--- src/rtl/output_port_arbiter_if.sv ---
// Bundles the per-input request/status lines and the port-owner outputs of one
// router output-port arbiter.
interface output_port_arbiter_if;
  logic [4:0] req;
  logic [4:0] empty;
  logic [4:0] tail;
  logic       credit_in;
  logic [4:0] grant;
  logic [4:0] rd_en;
  logic       valid_out;
  logic [2:0] credit_cnt;
  logic       busy;

  modport master (
    output req, empty, tail, credit_in,
    input  grant, rd_en, valid_out, credit_cnt, busy
  );

  modport slave (
    input  req, empty, tail, credit_in,
    output grant, rd_en, valid_out, credit_cnt, busy
  );
endinterface

--- src/rtl/output_port_arbiter.sv ---
// Round-robin, packet-locked owner selection for one output port, with
// credit-based flow control toward the downstream input buffer.
module output_port_arbiter #(
  parameter int CREDITS = 4
) (
  input  logic                   clk,
  input  logic                   rst,
  output logic                   o_dbg_state,
  output_port_arbiter_if.slave   bus
);

  typedef enum logic {IDLE = 1'b0, ACTIVE = 1'b1} state_t;

  localparam logic [2:0] C_MAX = 3'(CREDITS);

  state_t     r_state;
  logic [4:0] r_grant;
  logic [2:0] r_ptr;
  logic [2:0] r_credit;

  logic       w_found;
  logic [2:0] w_sel_idx;
  logic [4:0] w_sel_onehot;
  logic [4:0] w_rd_en;
  logic       w_valid;
  logic       w_tail_xfer;

  // Search starts one past the last winner so the previous owner goes last.
  always_comb begin
    logic [3:0] v_sum;
    w_found   = 1'b0;
    w_sel_idx = 3'd0;
    v_sum     = 4'd0;
    for (int k = 1; k <= 5; k++) begin
      v_sum = {1'b0, r_ptr} + 4'(k);
      if (v_sum >= 4'd5) v_sum = v_sum - 4'd5;
      if (!w_found && bus.req[v_sum[2:0]]) begin
        w_found   = 1'b1;
        w_sel_idx = v_sum[2:0];
      end
    end
    w_sel_onehot = 5'b00001 << w_sel_idx;
  end

  // A flit crosses (rd_en pops the owner FIFO, valid_out marks it on the port)
  // exactly when the owner has data and a downstream slot is available.
  always_comb begin
    w_rd_en = 5'b00000;
    if (!rst && r_state == ACTIVE && r_credit != 3'd0)
      w_rd_en = r_grant & ~bus.empty;
    w_valid     = |w_rd_en;
    w_tail_xfer = |(w_rd_en & bus.tail);
  end

  always_ff @(posedge clk) begin
    if (rst) begin
      r_state  <= IDLE;
      r_grant  <= 5'b00000;
      r_ptr    <= 3'd4;
      r_credit <= C_MAX;
    end else begin
      case (r_state)
        IDLE: begin
          if (w_found) begin
            r_state <= ACTIVE;
            r_grant <= w_sel_onehot;
            r_ptr   <= w_sel_idx;
          end
        end
        ACTIVE: begin
          if (w_tail_xfer) begin
            r_state <= IDLE;
            r_grant <= 5'b00000;
          end
        end
        default: begin
          r_state <= IDLE;
          r_grant <= 5'b00000;
        end
      endcase

      // Simultaneous send and return cancel; returns beyond capacity are dropped.
      case ({w_valid, bus.credit_in})
        2'b10: r_credit <= r_credit - 3'd1;
        2'b01: if (r_credit < C_MAX) r_credit <= r_credit + 3'd1;
        default: r_credit <= r_credit;
      endcase
    end
  end

  assign bus.grant      = r_grant;
  assign bus.rd_en      = w_rd_en;
  assign bus.valid_out  = w_valid;
  assign bus.credit_cnt = r_credit;
  assign bus.busy       = (r_state == ACTIVE);
  assign o_dbg_state    = r_state;

endmodule

--- src/flat_wrapper.sv ---
// flat-port wrapper written by rule: the top's interface ports become plain ports
module output_port_arbiter_flat 
#(
  parameter int CREDITS = 4
)
  (clk, rst, o_dbg_state, bus_req, bus_empty, bus_tail, bus_credit_in, bus_grant, bus_rd_en, bus_valid_out, bus_credit_cnt, bus_busy);
  output_port_arbiter_if bus_i ();
  input  logic clk;
  input  logic rst;
  output logic o_dbg_state;
  input wire logic [$bits(bus_i.req)-1:0] bus_req;
  input wire logic [$bits(bus_i.empty)-1:0] bus_empty;
  input wire logic [$bits(bus_i.tail)-1:0] bus_tail;
  input wire logic [$bits(bus_i.credit_in)-1:0] bus_credit_in;
  output wire logic [$bits(bus_i.grant)-1:0] bus_grant;
  output wire logic [$bits(bus_i.rd_en)-1:0] bus_rd_en;
  output wire logic [$bits(bus_i.valid_out)-1:0] bus_valid_out;
  output wire logic [$bits(bus_i.credit_cnt)-1:0] bus_credit_cnt;
  output wire logic [$bits(bus_i.busy)-1:0] bus_busy;
  assign bus_i.req = bus_req;
  assign bus_i.empty = bus_empty;
  assign bus_i.tail = bus_tail;
  assign bus_i.credit_in = bus_credit_in;
  assign bus_grant = bus_i.grant;
  assign bus_rd_en = bus_i.rd_en;
  assign bus_valid_out = bus_i.valid_out;
  assign bus_credit_cnt = bus_i.credit_cnt;
  assign bus_busy = bus_i.busy;
  output_port_arbiter #(.CREDITS(CREDITS)) u_core (.clk(clk), .rst(rst), .o_dbg_state(o_dbg_state), .bus(bus_i));
endmodule
--- config.mk ---
export PLATFORM = sky130hd
export DESIGN_NAME = output_port_arbiter_flat
export DESIGN_NICKNAME = d
export VERILOG_FILES = /design/src/rtl/output_port_arbiter_if.sv /design/src/rtl/output_port_arbiter.sv /design/src/flat_wrapper.sv
export SDC_FILE = /design/constraint.sdc
export NUM_CORES = 1
export LEC_CHECK = 0
export ABC_CLOCK_PERIOD_IN_PS = 3200
export BUFFER_PORTS_ARGS = -buffer_cell sky130_fd_sc_hd__clkbuf_2
export CORE_UTILIZATION = 49
export CTS_CLUSTER_DIAMETER = 150
export DETAILED_ROUTE_END_ITERATION = 10
export HOLD_SLACK_MARGIN = 0.12
export PLACE_DENSITY_LB_ADDON = 0.3
export SKIP_LAST_GASP = 1
export SYNTH_ARGS = -nofsm -noshare
export SYNTH_HDL_FRONTEND = slang
export SYNTH_SLANG_ARGS = --single-unit
--- constraint.sdc ---
create_clock -name clk -period 3.2 [get_ports clk]
set_input_delay 0.64 -clock clk [delete_from_list [all_inputs] [get_ports clk]]
set_output_delay 0.64 -clock clk [all_outputs]
set_load 0.01 [all_outputs]
==> results of run 1 <==
kinds of logic (layout without fill, tap and decap cells):
kind of cell,Yosys count,count (layout),synth area share
compound gates,51,51,0.235
fa+ha+maj,12,12,0.108
flops,12,12,0.158
xor+xnor,6,6,0.0345
simple gates,77,77,0.278
buf+inv,21,76,0.0607
mux,16,16,0.126
sequential cells by signal, indices dropped and copies added, names as in the netlist:
| register | cells |
|---|---|
| u_core.bus.busy | 1 |
| u_core.r_ptr | 3 |
| u_core.bus.credit_cnt | 3 |
| u_core.bus.grant | 5 |
timing repair:
action | 4_1_cts | 5_1_grt
setup endpoints to repair | 6 | 8
endpoints found under the hold margin | 0 | 0
gates cloned | 0 | 0
buffers inserted | 1 | 4
gates resized for setup | 3 | 22
pin swaps | 1 | 8
stage by stage:
stage	hold slack, ns	TNS [ns]	utilization	instances	setup slack, ns
finish	0.513	-0.0589	0.727	281	-0.0315
floorplan	0.523	0	-	195	0.00178
CTS	0.504	0	0.685	278	0.0230
detailed placement	0.485	-0.0946	0.667	273	-0.0294
global route	0.532	-0.741	0.727	281	-0.132
global placement	0.475	-0.000217	0.667	273	-0.000217
power by group through the flow:
stage	Clock, uW	Sequential [uW]	Combinational, uW
after floorplan	0	241	1400
after global placement	0	235	1930
after detailed placement	0	236	1950
after CTS	128	235	2000
after global routing	132	244	2550
final	125	238	2350
area by class of cell:
class                      count  area, um^2
inverter                      12        52.6
fill                         212         779
tap                           31        38.8
multi-input combinational    162        1330
clock buffer                   4        36.3
timing repair buffer          60         368
sequential                    12         248
metal layers:
metal	wire length, um	vias up	track usage
met2	2140	59	0.427
met3	283	6	0.0402
met5	0	-	0
li1	-	827	-
met1	1880	801	0.343
met4	44	0	0.0408
how the worst max path moves through the flow:
stage,from,slack [ns],end
after global routing,u_core.r_ptr[0],-0.13,u_core.bus.grant[3]
after detailed placement,u_core.r_ptr[0],-0.03,u_core.bus.grant[0]
after CTS,u_core.r_ptr[0],0.02,u_core.bus.grant[2]
after global placement,u_core.bus.credit_cnt[2],-0.0002,u_core.bus.credit_cnt[2]
final,u_core.r_ptr[0],-0.03,u_core.bus.grant[2]
after floorplan,u_core.r_ptr[0],0.002,u_core.bus.grant[2]
cells in the final DEF (no fill, tap or decap), types with 2 or more instances in the layout:
cell type	n
o31ai_2	2
a21oi_1	8
dfxtp_1	10
or3b_4	2
inv_2	2
a31o_2	2
mux2_4	2
mux2i_1	12
ha_2	3
clkbuf_2	33
clkbuf_4	3
and2_4	2
or3_1	2
o21ai_1	2
nor2_1	17
a21o_1	3
o21a_1	3
nor4_1	2
or2_2	3
mux4_2	2
nand2b_1	3
ha_1	6
nor3_2	2
dfxtp_4	2
inv_1	9
o21ai_0	8
nand3_1	7
nor3b_1	9
nand4_1	2
nor3_1	2
nand2_1	14
a32o_1	4
buf_4	27
a22oi_1	3
xnor2_1	6
==> results.json, run 1 <==
{
  "clk_path_buf_depth": 2,
  "slew_viol_final": 0,
  "crit_top_cell": "or3b_4",
  "crit_cells": 12,
  "grt_pass1_wl_um": 6490,
  "failed_checks": "DRC, setup timing",
  "wl_um": 4340,
  "hold_class": "flip-flop to flip-flop",
  "nets": 281,
  "clk_latency_ns": 0.28,
  "min_from": "u_core.bus.grant[2]",
  "status": "finished with violations",
  "firstDrtPassIters": 7,
  "synth_top_area_frac": 0.158,
  "synth_nets": 225,
  "synth_common_cells": "nor2_1 (18), nand2_1 (14), dfxtp_1 (12), mux2i_1 (12), inv_1 (11)",
  "antenna_found_initial": 0,
  "root_buffer": "clkbuf_4",
  "final_area_mm2": 0.00207,
  "synth-main-ff-cell": "dfxtp_1",
  "post_dp_cell_area_mm2": 0.00190,
  "h-tree-depth": 1,
  "dieArea_mm2": 0.00334,
  "drc": 2,
  "p_per_area_mw_per_mm2": 1310,
  "synth_edf_count": 0,
  "grt_pass1_vias": 1452,
  "synthCells": 195,
  "die_y_um": 57.8,
  "holdPathEnd": "u_core.bus.grant[2]",
  "die_x_um": 57.8,
  "cts_tree": "done",
  "p_leak_uw": 0.000934,
  "ys_seq_elements": 12,
  "cts_buffers": 3,
  "cpPeakStageDelay_ns": 0.42,
  "ir_drop_uv": 740,
  "area_delta_synth_final_pct": 35.9,
  "relSlewSlack": 0.483,
  "cp_top_family": "simple AND/OR/NAND/NOR gates",
  "reg2reg_from": "u_core.r_ptr[0]",
  "finalWorstSetupSlack_ns": -0.0315,
  "switching_share": 0.485,
  "row_count": 19,
  "ys_seq_area_frac": 0.158,
  "place.gp.congestion": 0.861,
  "track_usage": 0.251,
  "cp_cell_sequence": "inv_8, ha_4, inv_2, fa_2, a21oi_4, mux2_4, a31oi_4, and3_4, or3b_4, or3b_4, and2_4, a32o_1",
  "crit_slowest_cell": "fa_2",
  "tightest_slew_ns": 0.763,
  "drtIter0Drc": 134,
  "cp.required_ns": 3.38,
  "worstReg2RegEnd": "u_core.bus.grant[2]",
  "worst_setup_path_start_kind": "flip-flop",
  "crit_buf_inv": 2,
  "p_int_uw": 1400,
  "hold_viol": 0,
  "vias": 1693,
  "ys_types": 56,
  "total_power_uw": 2720,
  "ys_top_cells_by_area": "dfxtp_1 (16%), ha_1 (8.2%), mux2i_1 (7.9%)",
  "grt_max_degree": 16,
  "fmax_mhz": 309,
  "vias_per_cell": 6.02,
  "antenna_cells": 0,
  "io_buffers": 33,
  "arrival_ns": 3.41,
  "pin_count": 34,
  "start_util": 0.535,
  "path_max_fanout": 5,
  "yosysWarnings": 0,
  "setup-violations-final": 2,
  "cts-hold-fix-buffers": 0,
  "synth.cell_area_mm2": 0.00153,
  "drv_cap": 0,
  "numClockSinks": 12,
  "cp-end-kind": "flip-flop",
  "layout-drive-gt1-share": 0.412,
  "grt_overflow": 0,
  "switchingPower_uw": 1320,
  "rsz0062_at_grt": "yes",
  "worst-setup-path-type": "flip-flop to flip-flop",
  "synth_top_area_cell": "dfxtp_1",
  "worstRegToRegCells": 12,
  "yosysMostFrequentCell": "nor2_1",
  "seq_power_share": 0.088,
  "pwr-share-clk": 0.046,
  "avgRoutedWirePerCell_um": 15.5,
  "skew_ns": 0.00472,
  "power_frac_comb": 0.866,
  "whs_path_depth": 1,
  "reg2reg_slack_ns": -0.03,
  "syn_area_per_cell_um2": 7.82,
  "period_share": 1.01,
  "ant_nets": 0,
  "async_flop_share": 0,
  "clkTransAtPathRegs_ns": 0.08,
  "min_period_ns": 3.23,
  "core_area_mm2": 0.00285,
  "hpwl_um": 3280
}
Power figures use the tool's default switching activity.
==> inputs of run 2 (changes only) <==
--- a/config.mk
+++ b/config.mk
@@ -7,12 +7,12 @@
 export LEC_CHECK = 0
 export ABC_CLOCK_PERIOD_IN_PS = 3200
 export BUFFER_PORTS_ARGS = -buffer_cell sky130_fd_sc_hd__clkbuf_2
+export CORE_MARGIN = 5
 export CORE_UTILIZATION = 49
 export CTS_CLUSTER_DIAMETER = 150
 export DETAILED_ROUTE_END_ITERATION = 10
 export HOLD_SLACK_MARGIN = 0.12
 export PLACE_DENSITY_LB_ADDON = 0.3
-export SKIP_LAST_GASP = 1
 export SYNTH_ARGS = -nofsm -noshare
 export SYNTH_HDL_FRONTEND = slang
 export SYNTH_SLANG_ARGS = --single-unit
==> run 2 against run 1 <==
  * The flow finishes with violations (setup timing)
  * Critical path type unchanged
  * Utilization shrank 4.3 points
  * Count of clock-buffer cells in the layout unchanged
  * Total power down 2.7%
  * Register-to-register slack improved by 0.02 ns
  * Global-route usage down 3.5 points
  * Flip-flop and latch count unchanged
==> results.json, run 2 (synthesized netlist as in run 1, its figures left out) <==
{
  "vias": 1690,
  "drtIter0Drc": 110,
  "placed_cells": 283,
  "cp_cell_sequence": "inv_8, ha_4, inv_2, fa_2, a21oi_4, mux2_4, a31oi_4, and3_4, or3b_4, or3b_4, and2_4, a32o_1",
  "grt_pass1_vias": 1601,
  "firstDrtPassIters": 4,
  "row_count": 20,
  "status": "finished with violations",
  "fmax_mhz": 312,
  "track_usage": 0.216,
  "p_per_area_mw_per_mm2": 1280,
  "path_max_fanout": 4,
  "crit_buf_inv": 2,
  "nFillCells": 239,
  "grt_pass1_wl_um": 7330,
  "slew_viol_final": 0,
  "switchingPower_uw": 1300,
  "cp_top_family": "simple AND/OR/NAND/NOR gates",
  "clk_path_buf_depth": 2,
  "avgRoutedWirePerCell_um": 16.2,
  "hpwl_um": 3500,
  "clkTransAtPathRegs_ns": 0.08,
  "antenna_found_initial": 0,
  "worst-setup-path-type": "flip-flop to flip-flop",
  "cp-end-kind": "flip-flop",
  "io_buffers": 33,
  "dieArea_mm2": 0.00433,
  "period_share": 1.00,
  "numClockSinks": 12,
  "drv_cap": 0,
  "globalRouteMet1Util": 0.284,
  "crit_slowest_cell": "fa_2",
  "core_area_mm2": 0.00303,
  "worst_setup_path_start_kind": "flip-flop",
  "cts_tree": "done",
  "pin_count": 34,
  "h-tree-depth": 1,
  "final_cells": 292,
  "cpPeakStageDelay_ns": 0.42,
  "ir_drop_uv": 644,
  "ant_nets": 0,
  "area_delta_synth_final_pct": 35.8,
  "skew_ns": 0.000979,
  "setup-violations-final": 2,
  "p_int_uw": 1350,
  "relSlewSlack": 0.689,
  "vias_per_cell": 5.79,
  "p_leak_uw": 0.000933,
  "layout_commonest_cell": "clkbuf_2",
  "finalWorstSetupSlack_ns": -0.00806,
  "tightest_slew_ns": 0.463,
  "total_power_uw": 2640,
  "rsz0062_at_grt": "yes",
  "wl_um": 4720,
  "arrival_ns": 3.39,
  "largest_reg_flops": 5,
  "layout-drive-gt1-share": 0.419,
  "clk_latency_ns": 0.28,
  "failed_checks": "setup timing",
  "grtUsageMet3": 0.0340,
  "seq_power_share": 0.091,
  "die_x_um": 65.8,
  "worst_hold_slack_ns": 0.503,
  "min_period_ns": 3.21,
  "start_util": 0.504,
  "pwr-share-clk": 0.047,
  "place.gp.congestion": 0.914,
  "root_buffer": "clkbuf_4",
  "crit_top_cell": "or3b_4",
  "switching_share": 0.490,
  "fin_setup_tns_ns": -0.0112,
  "pre_cts_ws_ns": -0.0357,
  "antenna_cells": 0,
  "power_frac_comb": 0.862,
  "grt_overflow": 0,
  "die_y_um": 65.8,
  "cts_buffers": 3,
  "hold_class": "flip-flop to flip-flop",
  "grt_use_met2": 0.357,
  "cp.required_ns": 3.38,
  "nets": 279,
  "drc": 0,
  "hold_viol": 0,
  "mostFrequentLayoutCells": "clkbuf_2 (33), buf_4 (24), nor2_1 (17)",
  "grt_max_degree": 18,
  "grt-busiest-layer": "met2"
}
## run 2: cell count changes in the layout (fill, tap and decap cells not counted), moves of 2 or more
cell,before,now
buf_4,27,24
ha_2,3,1
ha_1,6,8
o22ai_2,0,2
## run 2: per-stage QoR
| step | cell area, um^2 | util |
|---|---|---|
| CTS | 1940 | 0.640 |
| finish | 2070 | 0.684 |
| global placement | 1900 | 0.626 |
| floorplan | 1590 | - |
| global route | 2070 | 0.684 |
| detailed placement | 1900 | 0.626 |
## run 2: cell type report
type | count | area, um^2 | area share
inverter | 12 | 52.6 | 0.0254
multi-input combinational | 162 | 1320 | 0.639
timing repair buffer | 58 | 357 | 0.172
clock buffer | 4 | 36.3 | 0.0175
sequential | 12 | 248 | 0.120
tap | 44 | 55.1 | 0.0266
## run 2: repair_timing
item	CTS	global route
resized for setup	1	25
gates cloned	0	0
pin swaps	1	4
hold buffers	0	0
setup endpoints to repair	5	7
setup buffers	1	4
## run 2: power groups by stage
| stage | combinational (uW) | sequential [uW] | clock, uW |
|---|---|---|---|
| floorplan | 1400 | 241 | 0 |
| global placement | 1910 | 234 | 0 |
| detailed placement | 1950 | 236 | 0 |
| CTS | 1970 | 232 | 127 |
| global route | 2460 | 246 | 136 |
| finish | 2280 | 239 | 124 |
## run 2: worst register-to-register path, cell delays in order, from the launching register on
cell and delay [ns]:
dfxtp_4 0.37, inv_8 0.06, ha_4 0.13, inv_2 0.04, fa_2 0.42, a21oi_4 0.16, mux2_4 0.33, a31oi_4 0.21
and3_4 0.20, or3b_4 0.40, or3b_4 0.41, and2_4 0.17, a32o_1 0.21
## run 2: per-layer routing
metal,part of all wire,up-vias
li1,-,818
met1,0.41,780
met2,0.48,71
met3,0.056,21
met4,0.047,0
met5,0,-
## run 2: worst paths after layout
| check | from | endpoint | slack [ns] | depth (start not counted) |
|---|---|---|---|---|
| max | u_core.r_ptr[0] | u_core.bus.grant[2] | -0.008 | 12 |
| min | u_core.bus.grant[1] | u_core.bus.grant[1] | 0.50 | 1 |
| max reg2reg | u_core.r_ptr[0] | u_core.bus.grant[2] | -0.008 | 12 |
| min reg2reg | u_core.bus.grant[1] | u_core.bus.grant[1] | 0.50 | 1 |
==> inputs of run 3 (changes only) <==
--- a/config.mk
+++ b/config.mk
@@ -8,10 +8,12 @@
 export ABC_CLOCK_PERIOD_IN_PS = 3200
 export BUFFER_PORTS_ARGS = -buffer_cell sky130_fd_sc_hd__clkbuf_2
 export CORE_MARGIN = 5
-export CORE_UTILIZATION = 49
+export CORE_UTILIZATION = 51
+export CTS_BUF_LIST = sky130_fd_sc_hd__clkbuf_8
 export CTS_CLUSTER_DIAMETER = 150
 export DETAILED_ROUTE_END_ITERATION = 10
 export HOLD_SLACK_MARGIN = 0.12
+export MAX_ROUTING_LAYER = met4
 export PLACE_DENSITY_LB_ADDON = 0.3
 export SYNTH_ARGS = -nofsm -noshare
 export SYNTH_HDL_FRONTEND = slang
==> run 3 against run 2 <==
  * The flow still finishes with violations (setup timing)
  * Setup slack got worse by 0.022 ns
  * Sequential power is 3% higher
  * Count of clock-buffer cells in the layout unchanged
  * Global-route usage up 0.76 points
  * Cell area rose by 0.54%
  * Total power rose by 3.2%
  * Utilization grew 5.8 points
  * Critical path type unchanged
==> results.json, run 3 (synthesized netlist as in run 1, its figures left out) <==
{
  "cp_top_family": "simple AND/OR/NAND/NOR gates",
  "path_max_fanout": 7,
  "worstRegToRegCells": 12,
  "min_period_ns": 3.23,
  "rsz0062_at_grt": "yes",
  "pre_cts_ws_ns": -0.0321,
  "final_area_mm2": 0.00208,
  "drtIter0Drc": 192,
  "p_leak_uw": 0.000935,
  "cts_tree": "done",
  "die_x_um": 64.7,
  "pwr-share-clk": 0.061,
  "largest_reg_flops": 5,
  "power_frac_comb": 0.849,
  "status": "finished with violations",
  "antenna_cells": 0,
  "hold_class": "flip-flop to flip-flop",
  "ant_nets": 0,
  "mostFrequentLayoutCells": "clkbuf_2 (33), buf_4 (25), nor2_1 (17)",
  "arrival_ns": 3.37,
  "tightest_slew_ns": 0.657,
  "area_delta_synth_final_pct": 36.5,
  "failed_checks": "setup timing",
  "period_share": 1.01,
  "cp.required_ns": 3.34,
  "cpPeakStageDelay_ns": 0.52,
  "clk_latency_ns": 0.24,
  "crit_slowest_cell": "mux4_2",
  "dieArea_mm2": 0.00418,
  "slew_viol_final": 0,
  "vias_per_cell": 6.20,
  "grt_overflow": 0,
  "core_area_mm2": 0.00281,
  "root_buffer": "clkbuf_8",
  "worst-setup-path-type": "flip-flop to flip-flop",
  "hold_viol": 0,
  "switchingPower_uw": 1330,
  "cts_buffers": 3,
  "vias": 1730,
  "switching_share": 0.487,
  "worstReg2RegEnd": "u_core.bus.grant[3]",
  "track_usage": 0.224,
  "row_count": 19,
  "layout-drive-gt1-share": 0.423,
  "p_per_area_mw_per_mm2": 1310,
  "total_power_uw": 2730,
  "crit_buf_inv": 2,
  "clkTransAtPathRegs_ns": 0.06,
  "fmax_mhz": 310,
  "p_int_uw": 1400,
  "post_dp_cell_area_mm2": 0.00186,
  "grt_pass1_wl_um": 7370,
  "clk_path_buf_depth": 2,
  "wl_um": 4680,
  "setup-violations-final": 2,
  "pin_count": 34,
  "skew_ns": 0.00634,
  "nFillCells": 217,
  "min_from": "u_core.bus.grant[2]",
  "ir_drop_uv": 665,
  "grt_max_degree": 15,
  "start_util": 0.544,
  "seq_power_share": 0.090,
  "finalWorstSetupSlack_ns": -0.0302,
  "layout_commonest_cell": "clkbuf_2",
  "firstDrtPassIters": 4,
  "cp_cell_sequence": "inv_4, ha_2, a21o_1, mux4_2, mux2i_1, a2111oi_2, buf_4, nand2b_4, or3b_4, or3b_4, and2_4, a32o_1",
  "grt_pass1_vias": 1593,
  "io_buffers": 33,
  "nets": 279,
  "worst_setup_path_start_kind": "flip-flop",
  "worst_hold_slack_ns": 0.488,
  "antenna_found_initial": 0,
  "place.gp.congestion": 0.983,
  "numClockSinks": 12,
  "avgRoutedWirePerCell_um": 16.8,
  "hpwl_um": 3420,
  "holdPathEnd": "u_core.bus.grant[2]",
  "crit_top_cell": "or3b_4",
  "cp-end-kind": "flip-flop",
  "h-tree-depth": 1,
  "whs_path_depth": 1,
  "reg2reg_from": "u_core.r_ptr[1]",
  "drc": 0,
  "drv_cap": 0,
  "reg2reg_slack_ns": -0.03,
  "relSlewSlack": 0.555,
  "die_y_um": 64.7
}
run 3: cell counts in the layout (fill, tap and decap cells not counted):
Identical to the previous run, type by type.
run 3: cell type report:
type,count,area [um^2],area share
clock buffers,4,55.1,0.0264
repair buffers,58,353,0.169
multi-input cells,162,1330,0.640
well taps,31,38.8,0.0186
flip-flops and latches,12,248,0.119
inverters,12,55.1,0.0264
run 3: power by group through the flow:
stage	clock network [uW]	registers [uW]	logic (uW)
floorplan	0	241	1400
global placement	0	240	1840
detailed placement	0	242	1870
CTS	168	242	1910
global route	180	252	2510
finish	165	246	2310
run 3: worst max-delay path by stage:
stage                          end  cells past startpoint  slack, ns                      from
3_3_place_gp   u_core.bus.grant[0]                     12       0.02           u_core.r_ptr[0]
6_report       u_core.bus.grant[3]                     12      -0.03           u_core.r_ptr[1]
3_5_place_dp   u_core.bus.grant[2]                     12      -0.03           u_core.r_ptr[0]
5_1_grt        u_core.bus.grant[2]                     11      -0.16           u_core.r_ptr[1]
2_1_floorplan  u_core.bus.grant[2]                     13      0.002           u_core.r_ptr[0]
4_1_cts              bus_valid_out                      6       0.02  u_core.bus.credit_cnt[0]
run 3: repair_timing:
item,4_1_cts,5_1_grt
pin swaps,1,10
setup buffers,1,6
endpoints found under the setup margin,4,10
resized for setup,3,25
gates cloned,0,0
hold buffers,0,0
run 3: routing by layer:
layer | GRT usage | vias to the layer above | routed length (um)
met3 | 0.0691 | 14 | 324
met1 | 0.280 | 820 | 1970
met4 | 0.0554 | 0 | 94
li1 | - | 827 | -
met5 | - | - | 0
met2 | 0.352 | 69 | 2290
run 3: per-stage QoR:
step,TNS [ns],std cells,util
2_1_floorplan,0,195,-
3_3_place_gp,0,268,0.665
3_5_place_dp,-0.120,268,0.665
4_1_cts,0,273,0.689
5_1_grt,-0.809,279,0.742
6_report,-0.0585,279,0.742
